## src/rtl/adder_sequencer_if.sv

```systemverilog
// Bundles the operand/result handshakes, the adder pin bus and the op counter
// of adder_sequencer. slave is the sequencer's view, master the environment's.
interface adder_sequencer_if;
  logic        in_valid;
  logic        in_ready;
  logic [15:0] in_a;
  logic [15:0] in_b;
  logic [15:0] add_a;
  logic [15:0] add_b;
  logic        add_enable;
  logic [15:0] add_sum;
  logic        add_cout;
  logic        out_valid;
  logic        out_ready;
  logic [15:0] out_sum;
  logic        out_cout;
  logic [15:0] op_count;

  modport slave (
    input  in_valid, in_a, in_b, add_sum, add_cout, out_ready,
    output in_ready, add_a, add_b, add_enable, out_valid, out_sum, out_cout, op_count
  );

  modport master (
    output in_valid, in_a, in_b, add_sum, add_cout, out_ready,
    input  in_ready, add_a, add_b, add_enable, out_valid, out_sum, out_cout, op_count
  );
endinterface

```

## src/rtl/adder_sequencer.sv

```systemverilog
// Synchronous wrapper around the latch-based carry-select adder: load, evaluate, capture, hand off.
// Optional ADDSEQ_SAT_EN saturates out_sum to 16'hFFFF on carry-out.
//
// state | meaning
// IDLE  | in_ready high, waiting for an operand pair
// LOAD  | add_enable high, carry-1 latches capturing (LOAD_CYCLES)
// EVAL  | add_enable low, adder settling (SETTLE_CYCLES), capture at end
// DONE  | out_valid high, result held until out_ready
module adder_sequencer #(
  parameter int LOAD_CYCLES   = 1,
  parameter int SETTLE_CYCLES = 2
) (
  input  logic               clk,
  input  logic               rst_n,
  adder_sequencer_if.slave   bus
);

  localparam int MAX_CYCLES = (LOAD_CYCLES > SETTLE_CYCLES) ? LOAD_CYCLES : SETTLE_CYCLES;
  localparam int CNT_W      = $clog2(MAX_CYCLES + 1);
  localparam logic [CNT_W-1:0] LOAD_INIT   = CNT_W'(LOAD_CYCLES);
  localparam logic [CNT_W-1:0] SETTLE_INIT = CNT_W'(SETTLE_CYCLES);
  localparam logic [CNT_W-1:0] CNT_ONE     = CNT_W'(1);

  typedef enum logic [1:0] {
    S_IDLE = 2'd0,
    S_LOAD = 2'd1,
    S_EVAL = 2'd2,
    S_DONE = 2'd3
  } state_e;

  state_e           state_q, state_d;
  logic [CNT_W-1:0] cnt_q, cnt_d;
  logic [15:0]      a_q, a_d;
  logic [15:0]      b_q, b_d;
  logic             en_q, en_d;
  logic [15:0]      sum_q, sum_d;
  logic             cout_q, cout_d;
  logic [15:0]      ops_q, ops_d;
  logic             cnt_tc;
  logic [15:0]      sum_capture;

  assign cnt_tc = (cnt_q == CNT_ONE);

`ifdef ADDSEQ_SAT_EN
  assign sum_capture = bus.add_cout ? 16'hFFFF : bus.add_sum;
`else
  assign sum_capture = bus.add_sum;
`endif

  always_ff @(posedge clk or negedge rst_n) begin
    if (!rst_n) begin
      state_q <= S_IDLE;
      cnt_q   <= '0;
      a_q     <= '0;
      b_q     <= '0;
      en_q    <= 1'b0;
      sum_q   <= '0;
      cout_q  <= 1'b0;
      ops_q   <= '0;
    end else begin
      state_q <= state_d;
      cnt_q   <= cnt_d;
      a_q     <= a_d;
      b_q     <= b_d;
      en_q    <= en_d;
      sum_q   <= sum_d;
      cout_q  <= cout_d;
      ops_q   <= ops_d;
    end
  end

  // add_enable is computed as a next-state value so the adder pin comes straight off a flop.
  always_comb begin
    state_d = state_q;
    cnt_d   = cnt_q;
    a_d     = a_q;
    b_d     = b_q;
    en_d    = 1'b0;
    sum_d   = sum_q;
    cout_d  = cout_q;
    ops_d   = ops_q;
    unique case (state_q)
      S_IDLE: begin
        if (bus.in_valid) begin
          a_d     = bus.in_a;
          b_d     = bus.in_b;
          cnt_d   = LOAD_INIT;
          en_d    = 1'b1;
          state_d = S_LOAD;
        end
      end
      S_LOAD: begin
        if (cnt_tc) begin
          cnt_d   = SETTLE_INIT;
          state_d = S_EVAL;
        end else begin
          cnt_d = cnt_q - CNT_ONE;
          en_d  = 1'b1;
        end
      end
      S_EVAL: begin
        cnt_d = cnt_q - CNT_ONE;
        if (cnt_tc) begin
          sum_d   = sum_capture;
          cout_d  = bus.add_cout;
          state_d = S_DONE;
        end
      end
      S_DONE: begin
        if (bus.out_ready) begin
          ops_d   = ops_q + 16'd1;
          state_d = S_IDLE;
        end
      end
      default: state_d = S_IDLE;
    endcase
  end

  assign bus.in_ready   = (state_q == S_IDLE);
  assign bus.out_valid  = (state_q == S_DONE);
  assign bus.add_a      = a_q;
  assign bus.add_b      = b_q;
  assign bus.add_enable = en_q;
  assign bus.out_sum    = sum_q;
  assign bus.out_cout   = cout_q;
  assign bus.op_count   = ops_q;

endmodule

```

## src/flat_wrapper.sv

```systemverilog
// flat-port wrapper written by rule: the top's interface ports become plain ports
module adder_sequencer_flat 
#(
  parameter int LOAD_CYCLES   = 1,
  parameter int SETTLE_CYCLES = 2
)
  (clk, rst_n, bus_in_valid, bus_in_a, bus_in_b, bus_add_sum, bus_add_cout, bus_out_ready, bus_in_ready, bus_add_a, bus_add_b, bus_add_enable, bus_out_valid, bus_out_sum, bus_out_cout, bus_op_count);
  adder_sequencer_if bus_i ();
  input  logic clk;
  input  logic rst_n;
  input wire logic [$bits(bus_i.in_valid)-1:0] bus_in_valid;
  input wire logic [$bits(bus_i.in_a)-1:0] bus_in_a;
  input wire logic [$bits(bus_i.in_b)-1:0] bus_in_b;
  input wire logic [$bits(bus_i.add_sum)-1:0] bus_add_sum;
  input wire logic [$bits(bus_i.add_cout)-1:0] bus_add_cout;
  input wire logic [$bits(bus_i.out_ready)-1:0] bus_out_ready;
  output wire logic [$bits(bus_i.in_ready)-1:0] bus_in_ready;
  output wire logic [$bits(bus_i.add_a)-1:0] bus_add_a;
  output wire logic [$bits(bus_i.add_b)-1:0] bus_add_b;
  output wire logic [$bits(bus_i.add_enable)-1:0] bus_add_enable;
  output wire logic [$bits(bus_i.out_valid)-1:0] bus_out_valid;
  output wire logic [$bits(bus_i.out_sum)-1:0] bus_out_sum;
  output wire logic [$bits(bus_i.out_cout)-1:0] bus_out_cout;
  output wire logic [$bits(bus_i.op_count)-1:0] bus_op_count;
  assign bus_i.in_valid = bus_in_valid;
  assign bus_i.in_a = bus_in_a;
  assign bus_i.in_b = bus_in_b;
  assign bus_i.add_sum = bus_add_sum;
  assign bus_i.add_cout = bus_add_cout;
  assign bus_i.out_ready = bus_out_ready;
  assign bus_in_ready = bus_i.in_ready;
  assign bus_add_a = bus_i.add_a;
  assign bus_add_b = bus_i.add_b;
  assign bus_add_enable = bus_i.add_enable;
  assign bus_out_valid = bus_i.out_valid;
  assign bus_out_sum = bus_i.out_sum;
  assign bus_out_cout = bus_i.out_cout;
  assign bus_op_count = bus_i.op_count;
  adder_sequencer #(.LOAD_CYCLES(LOAD_CYCLES), .SETTLE_CYCLES(SETTLE_CYCLES)) u_core (.clk(clk), .rst_n(rst_n), .bus(bus_i));
endmodule
```

## config.mk

```make
export PLATFORM = sky130hd
export DESIGN_NAME = adder_sequencer_flat
export DESIGN_NICKNAME = d
export VERILOG_FILES = /design/src/rtl/adder_sequencer_if.sv /design/src/rtl/adder_sequencer.sv /design/src/flat_wrapper.sv
export SDC_FILE = /design/constraint.sdc
export NUM_CORES = 1
export LEC_CHECK = 0
export ABC_AREA = 1
export ABC_CLOCK_PERIOD_IN_PS = 2200
export CORE_MARGIN = 10
export CORE_UTILIZATION = 35
export DETAILED_ROUTE_END_ITERATION = 6
export HOLD_SLACK_MARGIN = 0.03
export PLACE_DENSITY = 0.67
export SLEW_MARGIN = 10
export SYNTH_ARGS = -nofsm -noshare
export SYNTH_HDL_FRONTEND = slang
export SYNTH_SLANG_ARGS = --single-unit
```

## constraint.sdc

```tcl
create_clock -name clk -period 2.2 [get_ports clk]
set_input_delay 0.44 -clock clk [delete_from_list [all_inputs] [get_ports clk]]
set_output_delay 0.44 -clock clk [all_outputs]
set_load 0.01 [all_outputs]
```

==> out/qor.yml <==
run_status:
  status: "finished, final reports clean"
routing:
  drt-initial-drc-count: 69
  via_per_inst: 4.50
  wl_per_cell_um: 15.8
  num_vias: 2173
  drtAntennaViolNets: 0
  finalWirelength_mm: 7.63
  dr.pass1.iters: 4
  remaining_drc_errors: 0
clock_network:
  postCtsHoldBufs: 0
  clock_path_buffers: 2
  clk_pin_slew_ns: 0.08
  cts-root-buf: "clkbuf_8"
  cts_sinks: 70
  insertion_delay_ns: 0.34
  htree_levels: 3
  cts_tree: "built"
  numCtsBuffers: 9
grt:
  grt_pass1_vias: 2346
  grt_max_degree: 71
  antenna_found_initial: 0
  overflow: 0
  grt_usage_pct: 11.9
  grt_pass1_wl_mm: 12.3
setup_path:
  crit_required_ns: 1.76
  critPathMaxStageDelay_ns: 0.54
  slowest_stage: "clkdlybuf4s50_1"
  endpoint_kind: "output pin"
  path_cells: "inv_1, ha_4, clkdlybuf4s50_1"
  startpoint_type: "flip-flop"
  cp_max_fo: 6
  cp.arrival_ns: 1.66
  crit_type: "flip-flop to output pin"
placement:
  dp_slack_ns: 0.358
  dpl_cell_area_um2: 4380
  dp_hpwl_mm: 5.84
  place_congestion: 0.797
  numPortBuffers: 120
timing:
  timing.final.ws_setup_ns: 0.103
  period_share_pct: 95.3
  max_freq_mhz: 477
  timing.final.crit_period_ns: 2.10
  final.setup.tns_ns: 0
  finClkSkew_ns: 0.0156
  worst_pin_slew_ns: 0.387
  hold_viol: 0
  slew_violations: 0
  setup_viol: 0
  slew_headroom_pct: 74.2
  rsz0062_at_grt: "false"
  hold_slack_ns: 0.114
logic_synthesis:
  synth_xor_area_share_pct: 3.15
  synthAdderAreaFrac_pct: 4.10
  synth_cell_types: 25
  synth_top_family_by_area: "multiplexers"
  yosys.area.top_type: "dfrtp_1"
  yosys.area_share.simple_pct: 9.46
  synth-seq-cells: 70
  ys_seq_area_share_pct: 57.4
  synth_mux_area_share_pct: 19.3
  synth_top_cell_area_share_pct: 57.4
  yosys-top-cells-area: "dfrtp_1, mux2_2, mux2_4"
  synth_warnings: 0
  syn_area_um2: 3050
  synth_edf_count: 0
  synth_compound_area_share_pct: 2.17
  synth_nets: 304
  ys_async_sr_fraction_pct: 100
  synthCells: 241
  avgSynthCellArea_um2: 12.7
  synth_flop_cell: "dfrtp_1"
floorplanning:
  dieHeight_um: 113
  rows: 34
  die_x_um: 113
  dieArea_um2: 12900
  io_pins: 121
  core_area_um2: 8590
  initial_utilization_pct: 35.5
cells_and_area:
  drive_gt1_share_pct: 21.3
  area_growth_pct: 50.9
  insertedDiodeCount: 0
  nNetsFinal: 433
  fin_area_um2: 4610
power:
  leakagePower_nw: 2.05
  peakVddDrop_uv: 707
  p_per_area_nw_per_um2: 1320
run:
  max-cap-violations: 0
min_path:
  hold_class: "input port to asynchronous set/reset pin"
-- final timing paths --
| kind | startpoint | endpoint | slack [ns] | cells past startpoint |
|---|---|---|---|---|
| worst max-delay path | u_core.state_q[0] | bus_in_ready | 0.10 | 3 |
| worst min register to register | u_core.bus.add_a[0] | u_core.bus.add_a[0] | 0.51 | 1 |
| worst min-delay path | rst_n | u_core.bus.add_a[13] | 0.11 | 2 |
| worst max register to register | u_core.state_q[0] | u_core.state_q[1] | 0.53 | 6 |
| min in group clk | u_core.bus.add_a[0] | u_core.bus.add_a[0] | 0.51 | 1 |
| max in group asynchronous | rst_n | u_core.state_q[0] | 1.76 | 2 |
-- area by class of cell --
| cell class | count | area [um^2] |
|---|---|---|
| tap | 108 | 135 |
| clock buffer | 9 | 124 |
| inverter | 23 | 86.3 |
| clock inverter | 7 | 95.1 |
| sequential | 70 | 1750 |
| timing repair buffer | 122 | 1240 |
| fill | 732 | 3990 |
| multi-input combinational | 144 | 1180 |
-- registers in the layout, summed over array words and instances, names as in the netlist --
name,cells
u_core.cnt_q,2
u_core.bus.add_enable,1
u_core.bus.out_sum,16
u_core.bus.add_a,16
u_core.bus.add_b,16
u_core.state_q,2
u_core.bus.out_cout,1
u_core.bus.op_count,16
-- synth_stat cells, types with 2 or more instances --
cell type,count
a21oi_1,2
nor2_1,11
inv_1,23
nand2_1,33
nor3_1,2
xnor2_1,5
clkbuf_8,2
nand2_2,3
buf_6,2
ha_1,10
mux2_2,39
nand3_1,3
xor2_1,6
mux2_4,10
nor2_2,3
o21ai_0,7
nand4_1,3
dfrtp_1,70
-- cells in the final DEF (no fill, tap or decap), drive strengths merged, types with 2 or more instances in the layout --
| cell type | n |
|---|---|
| nor2 | 15 |
| xnor2 | 5 |
| inv | 25 |
| o21ai | 7 |
| a21oi | 2 |
| nand2 | 37 |
| xor2 | 6 |
| clkinv | 2 |
| mux2 | 49 |
| clkdlybuf4s50 | 119 |
| nand3 | 4 |
| dfrtp | 70 |
| clkbuf | 9 |
| buf | 3 |
| nor3 | 3 |
| bufinv | 2 |
| ha | 10 |
| nand4 | 3 |
-- critical path, delay by kind of cell, from the launching register on --
family	cells	cell delay (ns)
buffers and inverters	2	0.70
flip-flops	1	0.45
adder cells (fa/ha/maj)	1	0.18
-- stage by stage --
step                cells  utilization (%)  total power, mW
CTS                   483             53.5             6.18
global route          483             53.6             6.51
finish                483             53.6             6.10
detailed placement    467             50.9             4.99
global placement      467             50.9             4.91
floorplan             241                -             3.52
-- logic make-up after synthesis --
group | count (synthesis)
buf+inv | 27
fa+ha+maj | 10
flops | 70
xor+xnor | 11
simple gates | 62
compound gates | 12
mux | 49
-- what timing repair did --
item                                   4_1_cts  5_1_grt
buffers inserted                             0        0
setup endpoints to repair                    1        1
endpoints found under the hold margin        0        0
gates resized for setup                      1        2
-- where the power goes --
| group | internal (mW) | switching [mW] | leakage, nW | total, mW |
|---|---|---|---|---|
| Sequential | 1.84 | 0.313 | 0.836 | 2.15 |
| Combinational | 1.69 | 1.10 | 1.11 | 2.80 |
| Clock | 0.643 | 0.507 | 0.110 | 1.15 |
-- metal layers --
metal / GRT usage, % / vias to the layer above / routed length, um
met4: 5.58 / 0 / 130
met3: 3.57 / 8 / 503
met2: 19.6 / 63 / 3740
met5: 0 / - / 0
li1: - / 1051 / -
met1: 14.0 / 1051 / 3250
Note: power is estimated with default switching activity, not from simulation.
